**src/rtl/lane_scheduler.sv**
```systemverilog
// Frogger car-lane sequencer: rotates one 16-bit car pattern per lane from a shared
// prescaler, detects frog collisions and freezes the field. Optional macro: HIT_FLASH_EN.
module lane_scheduler #(
  parameter int NLANES  = 4,
  parameter int PRESC_W = 10,
  parameter int SEL_W   = 2
) (
  input  logic              clk,
  input  logic              reset,
  input  logic              start,
  input  logic              frog_valid,
  input  logic [SEL_W-1:0]  frog_row,
  input  logic [3:0]        frog_col,
  input  logic [SEL_W-1:0]  row_sel,
  output logic [15:0]       pixels,
  output logic              hit,
  output logic              running,
  output logic [NLANES-1:0] step
);

  localparam logic [15:0] BASE_PAT = 16'hDB6D;

  typedef enum logic [1:0] {IDLE, RUN, OVER} state_t;

  function automatic logic [15:0] init_pat(input int lane);
    logic [15:0] p;
    p = BASE_PAT;
    for (int k = 0; k < 8; k++)
      if (k < lane) p = {p[14:0], p[15]};
    return p;
  endfunction

  function automatic logic [15:0] rotate(input logic [15:0] p, input logic odd);
    return odd ? {p[14:0], p[15]} : {p[0], p[15:1]};
  endfunction

  state_t              state, state_nxt;
  logic [15:0]         pat [NLANES];
  logic [2:0]          div [NLANES];
  logic [PRESC_W-1:0]  presc;
  logic                presc_en, tick, collide, enter_run, row_ok;
  logic [NLANES-1:0]   fire;
  logic [15:0]         sel_pat, pix_nxt;
`ifdef HIT_FLASH_EN
  logic                flash_ph;
`endif

  // Lane lookups are decoded by loop so out-of-range indices simply match nothing.
  always_comb begin
    collide = 1'b0;
    row_ok  = 1'b0;
    sel_pat = 16'h0000;
    for (int i = 0; i < NLANES; i++) begin
      if (frog_valid && frog_row == SEL_W'(i)) collide = pat[i][frog_col];
      if (row_sel == SEL_W'(i)) begin
        row_ok  = 1'b1;
        sel_pat = pat[i];
      end
    end
  end

  always_comb begin
    state_nxt = state;
    case (state)
      IDLE:    if (start)   state_nxt = RUN;
      RUN:     if (collide) state_nxt = OVER;
      OVER:    if (start)   state_nxt = RUN;
      default: state_nxt = IDLE;
    endcase
    enter_run = (state_nxt == RUN) && (state != RUN);
`ifdef HIT_FLASH_EN
    presc_en = (state == RUN) || (state == OVER);
`else
    presc_en = (state == RUN);
`endif
    tick = presc_en && (&presc);
    // A collision in a tick cycle suppresses the rotation: the pre-rotation field decides.
    for (int i = 0; i < NLANES; i++)
      fire[i] = (state == RUN) && tick && !collide && (div[i] == 3'(i));
  end

  always_comb begin
    pix_nxt = 16'h0000;
    if (state != OVER) begin
      pix_nxt = row_ok ? sel_pat : 16'h0000;
    end else begin
`ifdef HIT_FLASH_EN
      pix_nxt = (row_ok && flash_ph) ? 16'hFFFF : 16'h0000;
`endif
    end
  end

  always_ff @(posedge clk or negedge reset) begin
    if (!reset) begin
      state   <= IDLE;
      presc   <= '0;
      pixels  <= 16'h0000;
      hit     <= 1'b0;
      running <= 1'b0;
      step    <= '0;
      for (int i = 0; i < NLANES; i++) begin
        pat[i] <= init_pat(i);
        div[i] <= 3'd0;
      end
`ifdef HIT_FLASH_EN
      flash_ph <= 1'b1;
`endif
    end else begin
      state   <= state_nxt;
      hit     <= (state_nxt == OVER);
      running <= (state_nxt == RUN);
      step    <= fire;
      pixels  <= pix_nxt;
      if (enter_run)     presc <= '0;
      else if (presc_en) presc <= presc + 1'b1;
      else               presc <= '0;
      for (int i = 0; i < NLANES; i++) begin
        if (enter_run) begin
          pat[i] <= init_pat(i);
          div[i] <= 3'd0;
        end else begin
          if (fire[i]) pat[i] <= rotate(pat[i], i[0]);
          if ((state == RUN) && tick && !collide)
            div[i] <= (div[i] == 3'(i)) ? 3'd0 : div[i] + 3'd1;
        end
      end
`ifdef HIT_FLASH_EN
      if (state_nxt == OVER && state != OVER) flash_ph <= 1'b1;
      else if (state == OVER && tick)         flash_ph <= ~flash_ph;
`endif
    end
  end

endmodule
```
**config.mk**
```make
export PLATFORM = sky130hd
export DESIGN_NAME = lane_scheduler
export DESIGN_NICKNAME = d
export VERILOG_FILES = /design/src/rtl/lane_scheduler.sv
export SDC_FILE = /design/constraint.sdc
export NUM_CORES = 1
export LEC_CHECK = 0
export CAP_MARGIN = 0
export CORE_MARGIN = 5
export CORE_UTILIZATION = 35
export CTS_BUF_LIST = sky130_fd_sc_hd__clkbuf_8
export DETAILED_ROUTE_END_ITERATION = 8
export SLEW_MARGIN = 25
export SYNTH_ARGS = -nofsm -noshare
export SYNTH_HDL_FRONTEND = slang
export SYNTH_SLANG_ARGS = --single-unit
```
**constraint.sdc**
```tcl
create_clock -name clk -period 5.3 [get_ports clk]
set_input_delay 0.53 -clock clk [delete_from_list [all_inputs] [get_ports clk]]
set_output_delay 0.53 -clock clk [all_outputs]
set_load 0.01 [all_outputs]
```
==> results_dict.tcl <==
set metrics [dict create \
    result_of_the_run "finished clean" \
    tritoncts.num_buffers 9 \
    synth_async_sr_flop_share_pct 100 \
    die_w_um 138 \
    post_cts_buffers 0 \
    design_power_total_mw 1.73 \
    placed_cells_incl_taps 765 \
    globalRoute.totalOverflow 0 \
    hp-class "input port to asynchronous set/reset pin" \
    power.static_leakage_nw 2.91 \
    via_per_instance_ratio 5.24 \
    setup.worst_path.start_class "input port" \
    clock_tree_sinks 110 \
    critPathCaptureType "register" \
    synth.largest_area_cell "dfrtp_1" \
    power_density_nw_per_um2 268 \
    fp.coreArea_um2 16300 \
    multiInputGateArea_um2 2670 \
    area_used_by_sequential_logic_in_the_layout_um2 2810 \
    setup-tns-final_ns 0 \
    ctsLongestPathBuffers 2 \
    critical_path_at_ns 4.09 \
    synth.net_count 553 \
    finalMaxSlewViolations 0 \
    grt_pass1_wl_um 23400 \
    floorplan.die.height_um 138 \
    finalWirelength_um 14200 \
    grtUsageTotal_pct 15.3 \
    achievable-frequency_mhz 264 \
    synth_enable_flop_cells 0 \
    place.detailed.hpwl_um 10200 \
    period_needed_ns 3.79 \
    dr.first_iter.drc_count 315 \
    synth_cells 537 \
    finalInstanceArea_um2 6460 \
    vias_in_the_first_global_route 4240 \
    timing.rr.end "pat[40]$_DFFE_PN0P_" \
    final_nets 572 \
    worst-r2r-cell-count 8 \
    design.die.area_um2 19100 \
    critical_path.max_fanout 21 \
    combined_area_of_all_synthesized_cells_um2 5760 \
    synth.yosys.warnings 0 \
    route.detailed.drc 0 \
    r2r_slack_ns 2.37 \
    gp_congestion 0.935 \
    cts-root-buf "clkbuf_8" \
    postCtsHoldBufs 0 \
    clock-skew-final_ns 0.0153 \
    final_setup_vio_count 0 \
    top_level_ports 34 \
    routed_wire_length_per_instance_um 18.2 \
    synthToLayoutAreaGrowth_pct 12.2 \
    detailedRoute.firstPassIterationCount 5 \
    input_output_buffers 33 \
    timing.slew.headroom_pct 39.8 \
    worst-slew-pin-transition_ns 0.903 \
    cts.reportedPaths.clkPinSlew_ns 0.10 \
    synth.area.top_cells "dfrtp_1 29%, dfstp_2 20%, mux2i_1 10%, mux4_2 6.3%, mux2_2 4.3%" \
    placement.cell_area_um2 6280 \
    starting_utilization_of_the_core_area_pct 35.3 \
    path_class "input port to register" \
    synth.yosys.seq_area_share_pct 48.7 \
    yosys_most_used_dff "dfrtp_1" \
    layout-drive-gt1-share_pct 21.2 \
    unrepaired_setup_endpoints_after_global_routing "false" \
    tritoncts "built" \
    fillCellCount 1623 \
    n_antenna_cell 0 \
    antenna_violating_nets_post_route 0 \
    cts_repair_resize_count 0 \
    placement_rows 47 \
    maximum_vdd_ir_drop_uv 137 \
    final-instance-count-excl-fill 781 \
    synth.avg_cell_area_um2 10.7 \
    initial_antenna_violation_count 0 \
    final_worst_path_period_share_pct 71.6 \
    synth_seq_cells 110 \
    detailroute.via_count 4095 \
    netlist.area_leader.share_pct 28.7 \
    crit-reg2reg-launch "pat[13]$_DFFE_PN0P_" \
    finalHoldViolCount 0 \
    critical_path_required_time_ns 5.59 \
    grt_start_max_net_pins 73 \
    clock_latency_ns 0.40 \
    cts.htree.levels 3 \
    ys_types 46 \
    max-cap-violations 0 \
]
synthesized netlist by cell type, types with 12 or more instances:
master and number:
nor2b_1 24, nand2_1 62, a21oi_1 23, mux4_2 16, inv_1 39, clkbuf_1 22, mux2i_1 58, nand3_1 14
dfstp_2 44, a211oi_1 12, dfrtp_1 66, mux2_2 22, nor2_1 43
state kept, by name, indices dropped and copies added, names as in the netlist:
name and count:
hit 1, pat 64, presc 10, state 2, div 12, step 4
pixels 16, running 1
routing by layer:
metal  up-vias  global-route usage (%)  wire, µm
li1       1899                       -         -
met5         -                       0         0
met2        89                    24.5      6820
met3        24                    3.87       632
met1      2083                    20.5      6470
met4         0                    4.73       299
critical path, stage by stage:
cell and delay, ns:
clkdlybuf4s50_1 0.93, nor2b_1 0.39, a22oi_1 0.16, nand4_1 0.13
nand4_2 0.16, or4_4 0.73, a2111oi_4 0.34, buf_4 0.33
mux2_2 0.36
where the power goes:
group / switching [mW] / internal (mW)
logic: 0.194 / 0.139
registers: 0.0225 / 0.894
clock network: 0.288 / 0.197
cells by family after synthesis:
group / count (synthesis) / synth area share, %
flip-flops: 110 / 48.7
AO/OA/AOI/OAI: 71 / 8.38
adder cells (fa/ha/maj): 4 / 0.868
buffers and inverters: 73 / 5.43
multiplexers: 97 / 20.9
AND/OR/NAND/NOR: 174 / 14.5
XOR/XNOR: 8 / 1.22
cell type report:
cell class                 count  share of cell area, %
inverter                      39                   2.26
clock buffer                  11                   2.34
timing repair buffer          42                   5.96
clock inverter                 5                  0.503
multi-input combinational    354                   41.2
tap                          220                   4.26
sequential                   110                   43.4
worst max path at each step:
stage                           start  depth (start not counted)  slack [ns]                  end
after global routing      frog_col[0]                          9        1.29  pat[40]$_DFFE_PN0P_
after detailed placement  frog_col[1]                          9        1.06  pat[40]$_DFFE_PN0P_
after CTS                 frog_col[1]                          9        1.51  pat[40]$_DFFE_PN0P_
after floorplan           frog_col[1]                         10        2.37  pat[44]$_DFFE_PN1P_
after global placement    frog_col[1]                          9        1.13  pat[40]$_DFFE_PN0P_
final                     frog_col[0]                          9        1.51  pat[40]$_DFFE_PN0P_
through the flow:
| stage | setup WS (ns) | hold WS (ns) | util [%] |
|---|---|---|---|
| floorplan | 2.37 | 0.234 | - |
| global placement | 1.13 | 0.441 | 38.4 |
| detailed placement | 1.06 | 0.482 | 38.4 |
| CTS | 1.51 | 0.271 | 39.6 |
| global route | 1.29 | 0.318 | 39.5 |
| finish | 1.51 | 0.250 | 39.5 |
layout by cell type (no fill, tap or decap), types with 11 or more instances in the layout:
| cell type | count |
|---|---|
| nand3_1 | 14 |
| dfstp_2 | 44 |
| a211oi_1 | 12 |
| nand2_1 | 62 |
| nor2_1 | 42 |
| dfrtp_1 | 66 |
| clkdlybuf4s50_1 | 30 |
| mux2i_1 | 58 |
| a21oi_1 | 23 |
| nor2b_1 | 23 |
| mux4_2 | 16 |
| inv_1 | 39 |
| clkbuf_8 | 11 |
| o211ai_1 | 11 |
| mux2_2 | 22 |
(Power assumes the default switching activity.)
